File: src/rtl/pc_controller.sv
// -----------------------------------------------------------------------------
// pc_controller
//
// Next-PC sequencer. It reads back the current PC and drives the program
// counter's new value and write enable. It runs a request/acknowledge fetch
// handshake with instruction memory and picks the sequential, branch, jump or
// jump-register target. A redirect that arrives while a fetch is still
// outstanding is parked in pending_target until that fetch completes.
//
// Ports:
//   clk           system clock, rising edge
//   reset         synchronous, active-high reset
//   pc            current PC, read back from the programCounter register
//   fetch_req     instruction-memory request, held until fetch_ack
//   fetch_ack     instruction-memory acknowledge (one-cycle pulse)
//   fetch_valid   fetched instruction is accepted this cycle
//   stall         downstream not ready; blocks sequential advance only
//   branch_taken  conditional branch resolved taken
//   branch_imm    signed branch offset in words
//   jump          J/JAL redirect
//   jump_target   J-format 26-bit target field
//   jump_reg      JR redirect
//   reg_target    register value for JR
//   halt          stop fetching
//   new_pc        value presented to programCounter (0 when not writing)
//   pc_write      programCounter write enable
//   flush         one-cycle pulse: discard the in-flight instruction
//   halted        controller is in HALT
// -----------------------------------------------------------------------------
module pc_controller #(
   parameter int               WIDTH        = 32,
   parameter logic [WIDTH-1:0] RESET_VECTOR = '0
) (
   input  logic             clk,
   input  logic             reset,
   input  logic [WIDTH-1:0] pc,
   output logic             fetch_req,
   input  logic             fetch_ack,
   output logic             fetch_valid,
   input  logic             stall,
   input  logic             branch_taken,
   input  logic [15:0]      branch_imm,
   input  logic             jump,
   input  logic [25:0]      jump_target,
   input  logic             jump_reg,
   input  logic [WIDTH-1:0] reg_target,
   input  logic             halt,
   output logic [WIDTH-1:0] new_pc,
   output logic             pc_write,
   output logic             flush,
   output logic             halted
);

   typedef enum logic [1:0] {
      ST_BOOT,
      ST_FETCH,
      ST_DRAIN,
      ST_HALT
   } state_t;

   state_t           state_q, state_d;
   logic [WIDTH-1:0] pending_target_q, pending_target_d;

   logic [WIDTH-1:0] seq_pc;
   logic [WIDTH-1:0] br_pc;
   logic [WIDTH-1:0] j_pc;
   logic [WIDTH-1:0] jr_pc;
   logic [WIDTH-1:0] target;
   logic             redirect;

   // Candidate targets; all additions wrap modulo 2^WIDTH.
   always_comb begin
      seq_pc = pc + WIDTH'(4);
      br_pc  = seq_pc + {{(WIDTH-18){branch_imm[15]}}, branch_imm, 2'b00};
      j_pc   = {pc[WIDTH-1:WIDTH-4], jump_target, 2'b00};
      // JR targets are forced word-aligned by masking the two low bits.
      jr_pc  = reg_target & ~WIDTH'(3);
   end

   // Redirect priority: jump_reg > jump > branch_taken.
   always_comb begin
      redirect = jump_reg | jump | branch_taken;
      if (jump_reg) begin
         target = jr_pc;
      end else if (jump) begin
         target = j_pc;
      end else begin
         target = br_pc;
      end
   end

   // NOTE: every output and next-state value gets a default before the case,
   // so no path through this block can leave a signal unassigned (no latch).
   always_comb begin
      state_d          = state_q;
      pending_target_d = pending_target_q;
      fetch_req        = 1'b0;
      fetch_valid      = 1'b0;
      pc_write         = 1'b0;
      new_pc           = '0;
      flush            = 1'b0;
      halted           = 1'b0;

      unique case (state_q)
         ST_BOOT: begin
            pc_write = 1'b1;
            new_pc   = RESET_VECTOR;
            state_d  = ST_FETCH;
         end

         ST_FETCH: begin
            fetch_req = 1'b1;
            if (redirect) begin
               // Redirect dominates stall and halt.
               flush = 1'b1;
               if (fetch_ack) begin
                  pc_write = 1'b1;
                  new_pc   = target;
               end else begin
                  // Request still outstanding: park the target until it lands.
                  pending_target_d = target;
                  state_d          = ST_DRAIN;
               end
            end else if (fetch_ack) begin
               if (halt) begin
                  fetch_valid = 1'b1;
                  state_d     = ST_HALT;
               end else if (!stall) begin
                  fetch_valid = 1'b1;
                  pc_write    = 1'b1;
                  new_pc      = seq_pc;
               end
               // Stalled ack: PC is unchanged, so the same word is refetched.
            end
         end

         ST_DRAIN: begin
            fetch_req = 1'b1;
            if (redirect) begin
               pending_target_d = target;  // latest redirect wins
            end
            if (fetch_ack) begin
               pc_write = 1'b1;
               new_pc   = redirect ? target : pending_target_q;
               state_d  = ST_FETCH;
            end
         end

         ST_HALT: begin
            halted = 1'b1;
         end

         default: begin
            state_d = ST_BOOT;
         end
      endcase
   end

   // NOTE: sequential state uses non-blocking assignments so every flop
   // samples its _d value from before this clock edge.
   always_ff @(posedge clk) begin
      if (reset) begin
         state_q          <= ST_BOOT;
         pending_target_q <= '0;
      end else begin
         state_q          <= state_d;
         pending_target_q <= pending_target_d;
      end
   end

endmodule

File: config.mk
export PLATFORM = sky130hd
export DESIGN_NAME = pc_controller
export DESIGN_NICKNAME = d
export VERILOG_FILES = /design/src/rtl/pc_controller.sv
export SDC_FILE = /design/constraint.sdc
export NUM_CORES = 1
export LEC_CHECK = 0
export BUFFER_PORTS_ARGS = -buffer_cell sky130_fd_sc_hd__buf_4
export CORE_MARGIN = 2
export CORE_UTILIZATION = 28
export CTS_CLUSTER_DIAMETER = 120
export CTS_CLUSTER_SIZE = 30
export DETAILED_ROUTE_END_ITERATION = 7
export SYNTH_ARGS = -nofsm -noshare
export SYNTH_HDL_FRONTEND = slang
export SYNTH_SLANG_ARGS = --single-unit
File: constraint.sdc
create_clock -name clk -period 8.7 [get_ports clk]
set_clock_uncertainty 0.05 [all_clocks]
set_input_delay 1.305 -clock clk [delete_from_list [all_inputs] [get_ports clk]]
set_output_delay 1.305 -clock clk [all_outputs]
set_load 0.005 [all_outputs]
After elaboration in Yosys (flattened, before gate mapping)
Cells that the tools add are included.
Widths: inputs -> output; s select.
{"block": "totals", "register_bits": 34, "input_bits": 114}
{"block": "classes", "n_bitwise": 2, "addsub": 2, "reduce_logical": 6, "n_eq_ne": 9, "muxes": 33}
{"operator": "$mux 32", "count": 11}
{"operator": "$pmux 32 s2", "count": 2}
{"operator": "$add 32x3->32 const B", "count": 1}
{"operator": "$add 32x32->32", "count": 1}
{"operator": "$mux 1", "count": 13}
{"operator": "$mux 2", "count": 5}
{"operator": "$ne 3x3->1 const B", "count": 3}
{"operator": "$ne 2x2->1 const B", "count": 3}
{"operator": "$pmux 2 s3", "count": 1}
{"operator": "$reduce_and 5->1", "count": 1}
{"operator": "$eq 2x2->1 const B", "count": 2}
{"operator": "$pmux 1 s3", "count": 1}
{"operator": "$reduce_and 3->1", "count": 1}
{"operator": "$reduce_bool 3->1", "count": 1}
{"operator": "$eq 2x1->1 const B", "count": 1}
{"operator": "$logic_not 2->1", "count": 1}
{"operator": "$or 1x1->1", "count": 2}
{"operator": "$reduce_bool 2->1", "count": 1}
{"operator": "$reduce_or 2->1", "count": 1}

Logic depth before layout (Yosys ltp)
{"block": "depth", "ltp_word": 7, "ltp_mapped": 18, "mapped_depth_nobuf": 16}

Least setup slack after synthesis
No wires, ideal clock.
{"block": "synth_path", "kind": "input port to output port", "startpoint": "input pc[11]", "endpoint": "output new_pc[29]", "required_time_ns": 7.345, "stages": 17, "t_arrival_ns": 4.552, "path_slack_ns": 2.793, "path_cell_list": "inv_1 > or3_4 > or3_1 > buf_2 > nor2_1 > xor2_1 > ha_1 > clkbuf_1 > nand2_1 > o21ai_0 > a21oi_1 > o21ai_0 > a21oi_1 > mux2_2 > o21ai_0 > nor3b_1 > a2111oi_0"}
{"block": "synth_via", "elab_chain_cells": 7, "word_cells_on_any_way": 12, "cone_classes": "2 x add/sub; 10 x mux"}
{"element": "from (decl)", "line_no": "36", "text": "input logic [WIDTH-1:0] pc,"}
{"element": "$add 32x3->32 *", "line_no": "73", "text": "seq_pc = pc + WIDTH'(4);"}
{"element": "$add 32x32->32", "line_no": "74", "text": "br_pc = seq_pc + {{(WIDTH-18){branch_imm[15]}}, branch_imm, 2'b00};"}
{"element": "$mux 32", "line_no": "85", "text": "end else if (jump) begin"}
{"element": "$mux 32", "line_no": "83", "text": "if (jump_reg) begin"}
{"element": "$mux 32 (on tied branches)"}
{"element": "$mux 32 (on tied branches)", "line_no": "142, 113"}
{"element": "$pmux 32 s2 *", "line_no": "104", "text": "unique case (state_q)"}
{"element": "to (decl)", "line_no": "48", "text": "output logic [WIDTH-1:0] new_pc,"}
Mark *: on every way between the ends. The rest lies on a longest branch, timed or not.

Final worst setup path
{"block": "layout_path", "startpoint": "input pc[2]", "endpoint": "output new_pc[29]"}
Same word-level chain as after synthesis.

==> flow_summary.json <==
{
  "drive_gt1_frac": 0.206,
  "synth_cell_types": 66,
  "ys_top_cells_by_area": "sky130_fd_sc_hd__dfxtp_1 14%, sky130_fd_sc_hd__ha_1 9.3%, sky130_fd_sc_hd__a21oi_1 6.6%, sky130_fd_sc_hd__nand2_1 6.5%, sky130_fd_sc_hd__nor2_1 5.4%",
  "post_cts_buffers": 0,
  "grt_overflow": 0,
  "final_core_util": 0.368,
  "post-synth-top-area-cell": "sky130_fd_sc_hd__dfxtp_1",
  "final_cell_area_mm2": 0.00636,
  "timing.max_cap.violations": 0,
  "synth_area_mm2": 0.00495,
  "clk_root_buffer_cell": "sky130_fd_sc_hd__clkbuf_16",
  "power.share.combinational": 0.619,
  "synthesis.yosys.warnings": 0,
  "critical_path.cell_chain": "buf_4 > ha_1 > nand4_1 > nor3_1 > nand4_1 > xnor2_1 > ha_1 > a21oi_1 > o21ai_0 > a21oi_1 > o21ai_0 > a21oi_1 > mux2_2 > o21ai_0 > nor3b_1 > a2111oi_0 > buf_4",
  "clk_transition_reported_paths_ns": 0.06,
  "status": "finished clean",
  "worstHoldPathType": "reg2reg",
  "floorplan.initialDensity": 0.286,
  "insertedDiodeCount": 0,
  "pwr-share-seq": 0.210,
  "groute.usage.overall": 0.212,
  "power.ir.vdd_worst_mv": 0.150,
  "total_leakage_power_uw": 0.00271,
  "dpl-instance-area_mm2": 0.00621,
  "reg2reg_depth": 7,
  "r2r_setup_slack_ns": 5.67,
  "fp.dieArea_mm2": 0.0188,
  "drt_first_pass_iters": 5,
  "placed_cells": 1051,
  "vias_in_the_first_global_route": 5726,
  "detailedPlacementHpwl_um": 15400,
  "clock_tree.htree_level_count": 2,
  "cp.arrival_ns": 5.49,
  "postSynthCellCount": 719,
  "final_cell_count_no_fill": 1059,
  "final_nets": 985,
  "vias": 5958,
  "crit_family": "compound AO/OA/AOI/OAI gates",
  "clock_latency_on_the_worst_skew_pair_ns": 0.29,
  "clock_power_share": 0.171,
  "critical_path_buf_inv_count": 2,
  "multiInputGateArea_mm2": 0.00403,
  "worst_setup_path_start_kind": "input port",
  "synthMostInstantiatedCell": "sky130_fd_sc_hd__nand2_1",
  "max_slew.worst_pin.slew_ns": 1.12,
  "place_congestion": 0.935,
  "reg2reg_to": "pending_target_q[14]$_SDFFE_PP0P_",
  "fp.dieW_um": 137,
  "ctsLongestPathBuffers": 2,
  "netlist.area_leader.share": 0.137,
  "setup_viol_count_final": 0,
  "share_of_total_power_consumed_by_net_switching": 0.470,
  "routed_wl_um": 20000,
  "crit_path_start": "pc[2]",
  "placeableCoreArea_mm2": 0.0173,
  "r2r-start": "state_q[1]$_SDFFE_PP0P_",
  "critical_path_peak_fanout": 7,
  "grt_first_pass_wirelength_um": 30900,
  "worst-endpoint-required_ns": 7.34,
  "worst_setup_path_end_kind": "output port",
  "slew_headroom": 0.250,
  "postSynthRegisterBits": 34,
  "detailedRoute.firstIterationViolations": 541,
  "hp-start": "pending_target_q[5]$_SDFFE_PP0P_",
  "filler_cells": 1879,
  "wl_per_cell_um": 18.9,
  "routed_via_density": 5.63,
  "holdPathStages": 2,
  "numClockSinks": 34,
  "seq_total_area_yosys": 0.137,
  "worst_hold_path.endpoint": "pending_target_q[5]$_SDFFE_PP0P_",
  "synth_top_flop_cell": "sky130_fd_sc_hd__dfxtp_1",
  "post_cts_hold_buffer_count": 0,
  "syn_avg_cell_area_um2": 6.89,
  "flow.area_growth_from_synthesis_pct": 28.4,
  "maximum_number_of_pins_on_one_net_before_global_route_repair": 51,
  "setup-tns-final_ns": 0,
  "criticalPathCategory": "in2out",
  "floorplan.die.height_um": 137,
  "drc_errors": 0,
  "antenna_violating_nets_post_route": 0,
  "cts_tree": "yes",
  "row_count": 48,
  "synthesis.nets": 871,
  "sw_pwr_uw": 519,
  "synthArstFlopShare": 0,
  "post_cts.resized_instances": 0,
  "grt_antenna_before_repair": 0,
  "power_density_mw_per_mm2": 173,
  "io_buffer_count": 148,
  "timing.final.crit_period_ns": 6.84,
  "top_level_ports": 151,
  "fmax_ghz": 0.146,
  "critical-path-slowest-cell": "sky130_fd_sc_hd__nor3_1",
  "fin_crit_sh": 0.786,
  "ys_top_cells_by_count": "86 x sky130_fd_sc_hd__nand2_1, 71 x sky130_fd_sc_hd__nor2_1, 65 x sky130_fd_sc_hd__a21oi_1",
  "hold_viol": 0,
  "synth_edf_count": 0,
  "internal_power_uw": 584,
  "grt_setup_unrepaired": "false",
  "report.final.slew_viol_count": 0,
  "max_stage_delay_ns": 0.55,
  "sequential_cell_area_um2": 681,
  "cts_made_buffers": 5,
  "worst_hold_slack_ns": 0.404
}
[stage by stage]
step / power, uW / setup slack (ns)
2_1_floorplan: 662 / 2.79
3_3_place_gp: 904 / 1.80
3_5_place_dp: 911 / 1.75
4_1_cts: 1100 / 1.73
5_1_grt: 1190 / 1.33
6_report: 1100 / 1.86
[state kept, by name, indices dropped and copies added, names as in the netlist]
name,flops
pending_target_q,32
state_q,2
[routing by layer]
layer | GRT usage | routed length [um] | vias up
met4 | 0.0470 | 364 | 0
met5 | 0 | 0 | -
met2 | 0.352 | 9250 | 265
li1 | - | - | 2910
met3 | 0.0352 | 1440 | 27
met1 | 0.287 | 8920 | 2756
[placed cells by master (no fill, tap or decap), drive strengths merged, types with 19 or more instances in the layout]
cell,Yosys,final
buf,4,152
nand2,86,86
nor2,71,71
a21oi,65,65
o21ai,41,41
ha,37,37
dfxtp,34,34
nand3,33,33
xnor2,31,31
a21o,27,27
inv,19,19
[logic make-up (layout without fill, tap and decap cells)]
logic type	after synthesis	count (layout)	synth area share
simple gates	273	273	0.263
compound gates	249	249	0.340
buf+inv	64	179	0.0487
xor+xnor	48	48	0.0864
fa+ha+maj	38	38	0.0975
flops	34	34	0.137
mux	13	13	0.0270
[layout make-up]
cell class,instances,share of cell area
Inverter,19,0.0112
Multi-Input combinational cell,621,0.634
Timing Repair Buffer,152,0.179
Tap cell,225,0.0443
Sequential cell,34,0.107
Clock buffer,6,0.0218
Clock inverter,2,0.00197
[worst reg2reg max path, delay by kind of cell, from the launching register on]
family          cells  cell delay (ns)
compound gates      2             0.39
fa+ha+maj           1             0.53
buf+inv             2             0.57
flops               1             0.33
simple gates        2             1.09
[worst max-delay path by stage]
stage	depth (start not counted)	slack, ns	end
floorplan	17	2.79	new_pc[29]
global placement	17	1.80	new_pc[29]
detailed placement	17	1.75	new_pc[29]
CTS	17	1.73	new_pc[29]
global route	17	1.33	new_pc[29]
finish	17	1.86	new_pc[29]
[power by group through the flow]
stage	combinational (uW)	sequential, uW	clock, uW
floorplan	435	228	0
finish	683	232	188
detailed placement	678	233	0
global placement	672	233	0
global route	756	238	197
CTS	681	230	192
Power figures use the tool's default switching activity.
